<file path="src/rtl/spram_arb_pkg.sv">
// Shared constants for the round-robin arbiter in front of the 64x32 single-port SRAM.
package spram_arb_pkg;

    localparam int ADDR_W = 6;
    localparam int DATA_W = 32;
    localparam int BE_W   = 4;

    localparam logic [BE_W-1:0] SRAM_IDLE_BWEB = {BE_W{1'b1}};

endpackage : spram_arb_pkg

</file>
<file path="src/rtl/rr_arbiter.sv">
// Round-robin grant generator; owns the "last granted" pointer.
module rr_arbiter #(
    parameter int NUM_REQ = 2
) (
    input  logic               clk,
    input  logic               rst_n,
    input  logic [NUM_REQ-1:0] req,
    input  logic               advance,
    output logic [NUM_REQ-1:0] gnt
);

    localparam int IDX_W = $clog2(NUM_REQ);
    localparam logic [IDX_W-1:0] LAST_RST = IDX_W'(NUM_REQ - 1);

    logic [IDX_W-1:0] last_q;
    logic [IDX_W-1:0] last_d;
    logic [IDX_W-1:0] win_idx_s;
    logic [IDX_W-1:0] cand_s;
    logic             found_s;

    // Search last+1, last+2, ... (mod NUM_REQ) and grant the first requester found
    always_comb begin
        gnt       = '0;
        win_idx_s = last_q;
        cand_s    = last_q;
        found_s   = 1'b0;
        for (int i = 1; i <= NUM_REQ; i++) begin
            cand_s = IDX_W'((int'(last_q) + i) % NUM_REQ);
            if (!found_s && req[cand_s]) begin
                found_s     = 1'b1;
                gnt[cand_s] = 1'b1;
                win_idx_s   = cand_s;
            end else begin
                found_s = found_s;
            end
        end
    end

    // Pointer next state: moves to the winner only when a grant is taken
    always_comb begin
        last_d = last_q;
        if (advance) begin
            last_d = win_idx_s;
        end else begin
            last_d = last_q;
        end
    end

    // Pointer register
    always_ff @(posedge clk) begin
        if (!rst_n) begin
            last_q <= LAST_RST;
        end else begin
            last_q <= last_d;
        end
    end

endmodule : rr_arbiter

</file>
<file path="src/rtl/spram64x32_rr_arb.sv">
// Shares one 64x32 byte-maskable single-port SRAM among NUM_REQ requesters with
// round-robin grants and a two-stage, owner-tagged read return path.
module spram64x32_rr_arb #(
    parameter int NUM_REQ = 2,
    parameter int ADDR_W  = spram_arb_pkg::ADDR_W,
    parameter int DATA_W  = spram_arb_pkg::DATA_W,
    parameter int BE_W    = spram_arb_pkg::BE_W
) (
    input  logic                        clk,
    input  logic                        rst_n,
    input  logic [NUM_REQ-1:0]          req_valid,
    output logic [NUM_REQ-1:0]          req_ready,
    input  logic [NUM_REQ-1:0]          req_we,
    input  logic [NUM_REQ*ADDR_W-1:0]   req_addr,
    input  logic [NUM_REQ*DATA_W-1:0]   req_wdata,
    input  logic [NUM_REQ*BE_W-1:0]     req_be,
    output logic [NUM_REQ-1:0]          rsp_valid,
    output logic [DATA_W-1:0]           rsp_rdata,
    output logic                        sram_ceb,
    output logic                        sram_web,
    output logic [ADDR_W-1:0]           sram_a,
    output logic [DATA_W-1:0]           sram_d,
    output logic [BE_W-1:0]             sram_bweb,
    input  logic [DATA_W-1:0]           sram_q
);

    import spram_arb_pkg::*;

    logic [NUM_REQ-1:0] arb_req_s;
    logic [NUM_REQ-1:0] gnt_s;
    logic               adv_s;
    logic               sel_we_s;
    logic [ADDR_W-1:0]  sel_addr_s;
    logic [DATA_W-1:0]  sel_wdata_s;
    logic [BE_W-1:0]    sel_be_s;
    logic               rd_accept_s;

    logic               rd_vld_q,    rd_vld_d;
    logic [NUM_REQ-1:0] rd_own_q,    rd_own_d;
    logic [NUM_REQ-1:0] rsp_valid_q, rsp_valid_d;
    logic [DATA_W-1:0]  rsp_rdata_q, rsp_rdata_d;

    // Nothing may be granted while reset is asserted
    assign arb_req_s = rst_n ? req_valid : {NUM_REQ{1'b0}};
    assign adv_s     = |gnt_s;
    assign req_ready = gnt_s;

    rr_arbiter #(
        .NUM_REQ (NUM_REQ)
    ) u_arb (
        .clk     (clk),
        .rst_n   (rst_n),
        .req     (arb_req_s),
        .advance (adv_s),
        .gnt     (gnt_s)
    );

    // One-hot mux of the winning request fields
    always_comb begin
        sel_we_s    = 1'b0;
        sel_addr_s  = '0;
        sel_wdata_s = '0;
        sel_be_s    = '0;
        for (int i = 0; i < NUM_REQ; i++) begin
            if (gnt_s[i]) begin
                sel_we_s    = req_we[i];
                sel_addr_s  = req_addr[i*ADDR_W +: ADDR_W];
                sel_wdata_s = req_wdata[i*DATA_W +: DATA_W];
                sel_be_s    = req_be[i*BE_W +: BE_W];
            end else begin
                sel_we_s = sel_we_s;
            end
        end
    end

    // SRAM control encode; an all-zero byte-enable write is consumed without touching the array
    always_comb begin
        sram_ceb  = 1'b1;
        sram_web  = 1'b1;
        sram_a    = '0;
        sram_d    = '0;
        sram_bweb = SRAM_IDLE_BWEB;
        if (adv_s && !sel_we_s) begin
            sram_ceb = 1'b0;
            sram_a   = sel_addr_s;
            sram_d   = sel_wdata_s;
        end else if (adv_s && (sel_be_s != {BE_W{1'b0}})) begin
            sram_ceb  = 1'b0;
            sram_web  = 1'b0;
            sram_a    = sel_addr_s;
            sram_d    = sel_wdata_s;
            sram_bweb = ~sel_be_s;
        end else begin
            sram_ceb = 1'b1;
        end
    end

    assign rd_accept_s = adv_s & ~sel_we_s;

    // Read pipeline next state: stage 1 tags the owner, stage 2 releases data captured from Q
    always_comb begin
        rd_vld_d    = rd_accept_s;
        rd_own_d    = rd_accept_s ? gnt_s : {NUM_REQ{1'b0}};
        rsp_valid_d = rd_vld_q ? rd_own_q : {NUM_REQ{1'b0}};
        rsp_rdata_d = rd_vld_q ? sram_q : rsp_rdata_q;
    end

    // Read pipeline registers; reset drops any read in flight
    always_ff @(posedge clk) begin
        if (!rst_n) begin
            rd_vld_q    <= 1'b0;
            rd_own_q    <= '0;
            rsp_valid_q <= '0;
            rsp_rdata_q <= '0;
        end else begin
            rd_vld_q    <= rd_vld_d;
            rd_own_q    <= rd_own_d;
            rsp_valid_q <= rsp_valid_d;
            rsp_rdata_q <= rsp_rdata_d;
        end
    end

    assign rsp_valid = rsp_valid_q;
    assign rsp_rdata = rsp_rdata_q;

endmodule : spram64x32_rr_arb

</file>
<file path="config.mk">
export PLATFORM = sky130hd
export DESIGN_NAME = spram64x32_rr_arb
export DESIGN_NICKNAME = d
export VERILOG_FILES = /design/src/rtl/spram_arb_pkg.sv /design/src/rtl/rr_arbiter.sv /design/src/rtl/spram64x32_rr_arb.sv
export SDC_FILE = /design/constraint.sdc
export NUM_CORES = 1
export LEC_CHECK = 0
export CAP_MARGIN = 15
export CORE_MARGIN = 4
export CORE_UTILIZATION = 30
export CTS_CLUSTER_DIAMETER = 100
export DETAILED_ROUTE_END_ITERATION = 12
export PLACE_DENSITY = 0.92
export SETUP_SLACK_MARGIN = 0.05
export SLEW_MARGIN = 20
export SYNTH_ARGS = -nofsm -noshare
export SYNTH_HDL_FRONTEND = slang
export SYNTH_HIERARCHICAL = 1
export SYNTH_SLANG_ARGS = --single-unit
</file>
<file path="constraint.sdc">
create_clock -name clk -period 2.5 [get_ports clk]
set_input_delay 0.25 -clock clk [delete_from_list [all_inputs] [get_ports clk]]
set_output_delay 0.25 -clock clk [all_outputs]
set_load 0.02 [all_outputs]
</file>
; After elaboration in Yosys (flattened, before gate mapping)
; Index checks and enable logic that the tools add are counted.
; W data, S select, Z words.
[totals]
wordCells = 59
inputBits = 122
out_inout_bits = 80
regBits = 38
[op_classes]
order_cmp = 4
addsub = 2
bitwise_logic = 4
reduce_logical = 13
n_mux = 31
[ops]
columns = cell, count
row1 = $mux W32, 4
row2 = $mux W6, 4
row3 = $mux W4, 4
row4 = $mux W1, 14
row5 = $mux W2, 3
row6 = $reduce_and A2 Y1, 3
row7 = $logic_and A1 B1 Y1, 5
row8 = $lt A1 B2 Y1 const B, 2
row9 = $not A4 Y4, 1
row10 = $reduce_bool A4 Y1, 1
row11 = $add A1 B1 Y1 const B, 2
row12 = $demux W1 S1, 2
row13 = $ge A1 B1 Y1 const B, 2
row14 = $logic_not A1 Y1, 2
row15 = $or A2 B2 Y2, 1
row16 = $reduce_bool A2 Y1, 1
row17 = $reduce_or A2 Y1, 1
row18 = $and A1 B1 Y1, 1
row19 = $not A1 Y1, 1

; Depth between registers and ports, before layout
[depth]
word_depth = 14
depth_mapped = 9
mapped_depth_nobuf = 5

; Hierarchy
; The synthesis kept the hierarchy.
[modules_own_cells]
columns = module, seq_area_each_um2, n_inst, area_per_inst_um2, cells_each
row1 = spram64x32_rr_arb, 740.7, 1, 1949.4, 226
row2 = rr_arbiter, 20.0, 1, 58.8, 7

; Worst setup path before layout
; Ideal clock, no wire load.
[synth_path]
path_type = input to output
startpoint = in rst_n
endpoint = out sram_d[17]
t_arrival_ps = 2445
path_stages = 8
slack_ps = -195
required_ps = 2250
path_buffers = 3
path_cell_list = clkbuf_1 > and2_1 > a21boi_0 > or3b_1 > o2111a_1 > buf_6 > buf_6 > nor2_1
[synth_via]
elab_chain_cells = 13
word_cells_on_any_way = 24
cone_classes = 16 x mux / 1 x bitwise / 7 x reduce/logical
[synth_lines]
columns = element, line_no
row1 = from (decl), spram64x32_rr_arb.sv:10  ; input logic rst_n,
row2 = $mux W2 (*), spram64x32_rr_arb.sv:44  ; assign arb_req_s = rst_n ? req_valid : {NUM_REQ{1'b0}};
row3 = via arb_req_s[0], spram64x32_rr_arb.sv:29  ; logic [NUM_REQ-1:0] arb_req_s;
row4 = $mux W1 (not written as such) (2 in series), rr_arbiter.sv:29  ; if (!found_s && req[cand_s]) begin
row5 = $mux W1, rr_arbiter.sv:29
row6 = $logic_not A1 Y1, rr_arbiter.sv:29
row7 = $logic_and A1 B1 Y1, rr_arbiter.sv:29
row8 = $mux W2 (*), rr_arbiter.sv:29
row9 = via req_ready[0], spram64x32_rr_arb.sv:12  ; output logic [NUM_REQ-1:0] req_ready,
row10 = $mux W4 (2 in series), spram64x32_rr_arb.sv:65  ; if (gnt_s[i]) begin
row11 = $reduce_bool A4 Y1, spram64x32_rr_arb.sv:87  ; end else if (adv_s && (sel_be_s != {BE_W{1'b0}})) begin
row12 = $logic_and A1 B1 Y1, spram64x32_rr_arb.sv:87
row13 = $mux W32, spram64x32_rr_arb.sv:87
row14 = $mux W32 (*), spram64x32_rr_arb.sv:83  ; if (adv_s && !sel_we_s) begin
row15 = to (decl), spram64x32_rr_arb.sv:22  ; output logic [DATA_W-1:0] sram_d,
; The timed path passes the listed nets; every way through them passes the cells marked *. The select of a mux whose other input is x is not followed.

; Worst setup path after layout
[layout_path]
startpoint = in req_valid[0]
endpoint = out sram_d[20]
[layout_via]
elab_chain_cells = 13
word_cells_on_any_way = 24
cone_classes = 16 x mux / 1 x bitwise / 7 x reduce/logical
[layout_lines]
columns = element, line_no
row1 = from (decl), spram64x32_rr_arb.sv:11  ; input logic [NUM_REQ-1:0] req_valid,
row2 = $mux W2 (*), spram64x32_rr_arb.sv:44
row3 = via arb_req_s[0], spram64x32_rr_arb.sv:29
row4 = $mux W1 (not written as such) (2 in series), rr_arbiter.sv:29
row5 = $mux W1, rr_arbiter.sv:29
row6 = $logic_not A1 Y1, rr_arbiter.sv:29
row7 = $logic_and A1 B1 Y1, rr_arbiter.sv:29
row8 = $mux W2 (*), rr_arbiter.sv:29
row9 = $mux W4 (2 in series), spram64x32_rr_arb.sv:65
row10 = $reduce_bool A4 Y1, spram64x32_rr_arb.sv:87
row11 = $logic_and A1 B1 Y1, spram64x32_rr_arb.sv:87
row12 = $mux W32, spram64x32_rr_arb.sv:87
row13 = $mux W32 (*), spram64x32_rr_arb.sv:83
; Marked as above.

==> results.tsv <==
metric	value	unit
most frequent cells in the layout	clkdlybuf4s50_1, nor2_1, a22oi_1, buf_2, dfxtp_1	
pin count of the biggest net entering global routing	36	
Final Skew	0.00163	ns
Root Buffer	clkbuf_8	
global-route wire length before repair	13.5	mm
share of layout cells above drive strength 1	0.168	
FILL cells	547	
DPL Wire Length	7.28	mm
worst skew pair latency	0.28	ns
clk sink count	38	
status	complete, no violations	
post-synthesis sequential area ratio	0.379	
Routed wire per std cell	17.1	um
GR Util All Layers	0.208	
Slew @ Worst Pin	0.471	ns
Max transition margin	0.685	
Leak	0.00164	uW
Max Freq	421	MHz
synth warn	6	
Crit path required time	2.25	ns
hold buffers post-CTS	0	
WS Path Type	in -> out	
vias in the first global route	2614	
Slew Limit Fails	0	
Synth cell types	26	
Setup WS pre-CTS	-0.550	ns
I/O pin cnt	202	
startpoint types	primary input	
worst setup margin	0.124	ns
Max VDD drop	202	uV
final std cells w/o fill	512	
met3 wire len	838	um
Max-cap violations	0	
P&R area growth vs syn	103	%
Final Routed Wirelength	8.76	mm
Highest Signal Layer	met4	
commonest non-fill, non-tap cell in the layout	clkdlybuf4s50_1	
Critical Path End Type	output port	
pwr/cell area	448	mW/mm^2
Detail Route Antenna Nets	0	
TritonCTS clock tree	yes	
Clock H-tree levels	2	
Syn Nets	355	
grt total ovfl	0	
RSZ-0062 raised after global routing	false	
vias per std cell	4.91	
row count	29	
M1 WL	2.89	mm
area of the core	0.00642	mm^2
Final #Nets	555	
Synth Cell Area	0.00201	mm^2
Hold WC Path Type	in -> reg	
CTS Buffer Depth	2	
Iter 0 DRT Violations	63	
cell count after synthesis	233	
total power draw	1830	uW
Data arrival, critical path	2.13	ns
final-report hold violation count	0	
CTS Buf Count	5	
placer congestion estimate	0.944	
dpl cells	503	
via count	2514	
Die Wd	89.8	um
CTS clock-pin slew for the worst setup and hold paths	0.07	ns
DIE HEIGHT	89.8	um
die area	0.00807	mm^2
Seq cells post-synth	38	
PortBufs	201	
DR WL met2	4.61	mm
Setup Viol. Count Final	0	
initial antenna violation count	1	
Final period util	0.951	
starting density of the core	0.313	
Final min period	2.38	ns
worst-path maximum fanout	16	
Synth Area per Inst	8.62	um^2
DRC viols	0	
Initial DRT Pass Iterations	4	
==> sequential cells by signal, summed over array words and instances, names as in the netlist <==
signal,flops
rsp_valid,2
rd_own_q,2
rsp_rdata,32
rd_vld_q,1
u_arb/last_q,1
==> critical path, stage by stage <==
cell and delay, ns:
clkdlybuf4s50_1 0.47, and2_4 0.16, a21boi_2 0.17, or3b_1 0.37, o2111a_1 0.18, buf_4 0.20, nor2_1 0.13, buf_2 0.19
==> per-layer routing <==
metal / GRT usage / vias to the layer above
met1: 0.191 / 1136
met3: 0.0751 / 26
met5: 0 / -
met2: 0.395 / 137
li1: - / 1215
met4: 0.116 / 0
==> cell families (layout without fill, tap and decap cells) <==
logic type      after synthesis  in the layout  share of synthesized area
compound gates               49             49                      0.190
simple gates                 90             90                      0.213
other cells                   0              1                          0
buf+inv                      24            225                     0.0586
flops                        38             38                      0.379
mux                          32             32                      0.160
==> cells in the mapped netlist, drive strengths merged <==
cell type / n / area, um^2
and3: 3 / 18.8
nor2: 52 / 195
a21oi: 1 / 5.00
and2: 3 / 18.8
o41ai: 1 / 16.3
nor3b: 1 / 7.51
o2111a: 1 / 11.3
nand2b: 2 / 12.5
dfxtp: 38 / 761
or3b: 1 / 8.76
mux2i: 32 / 320
a22oi: 38 / 285
nor4: 1 / 6.26
nand2: 2 / 7.51
a22o: 4 / 35.0
inv: 2 / 7.51
or2: 1 / 6.26
nand3: 3 / 15.0
buf: 13 / 76.3
o21ai: 2 / 13.8
a21boi: 2 / 15.0
nor2b: 21 / 131
clkbuf: 9 / 33.8
==> power breakdown <==
part           switching, uW  total (uW)  leakage, uW  internal, uW
Clock                    206         632    0.0000714           425
Sequential              13.7         638     0.000309           625
Combinational            247         559      0.00125           312
Total                    467        1830      0.00164          1360
==> area by class of cell <==
class                           instances  area, um^2  share of cell area
Antenna cell                            1        2.50            0.000613
Clock buffer                            6        82.6              0.0202
Clock inverter                          2        60.1              0.0147
Inverter                                2        7.51             0.00184
Multi-Input combinational cell        171        1150               0.282
Sequential cell                        38         762               0.187
Tap cell                               77        96.3              0.0236
Timing Repair Buffer                  215        1920               0.471
==> stage by stage <==
step	hold WS [ns]	util	setup TNS [ns]	area, um^2
after floorplan	0.309	-	0	2010
after global placement	0.451	0.645	-17.45	4140
after detailed placement	0.450	0.645	-20.71	4140
after CTS	0.355	0.663	0	4260
after global routing	0.385	0.636	0	4080
final	0.363	0.636	0	4080
==> path summary, 6_finish.rpt <==
check	depth (start not counted)	startpoint	slack [ns]	end
setup / recovery	8	req_valid[0]	0.12	sram_d[20]
hold / removal	2	rst_n	0.36	u_arb/last_q
setup reg to reg	6	u_arb/last_q	0.87	rd_own_q[0]
hold reg to reg	1	rd_own_q[0]	0.47	rsp_valid[0]
==> what timing repair did <==
action,in CTS,in global routing
endpoints found under the hold margin,0,0
gates resized for setup,137,36
endpoints found under the setup margin,45,32
buffers inserted,0,0
No activity file was read; power rests on OpenSTA's default activity.
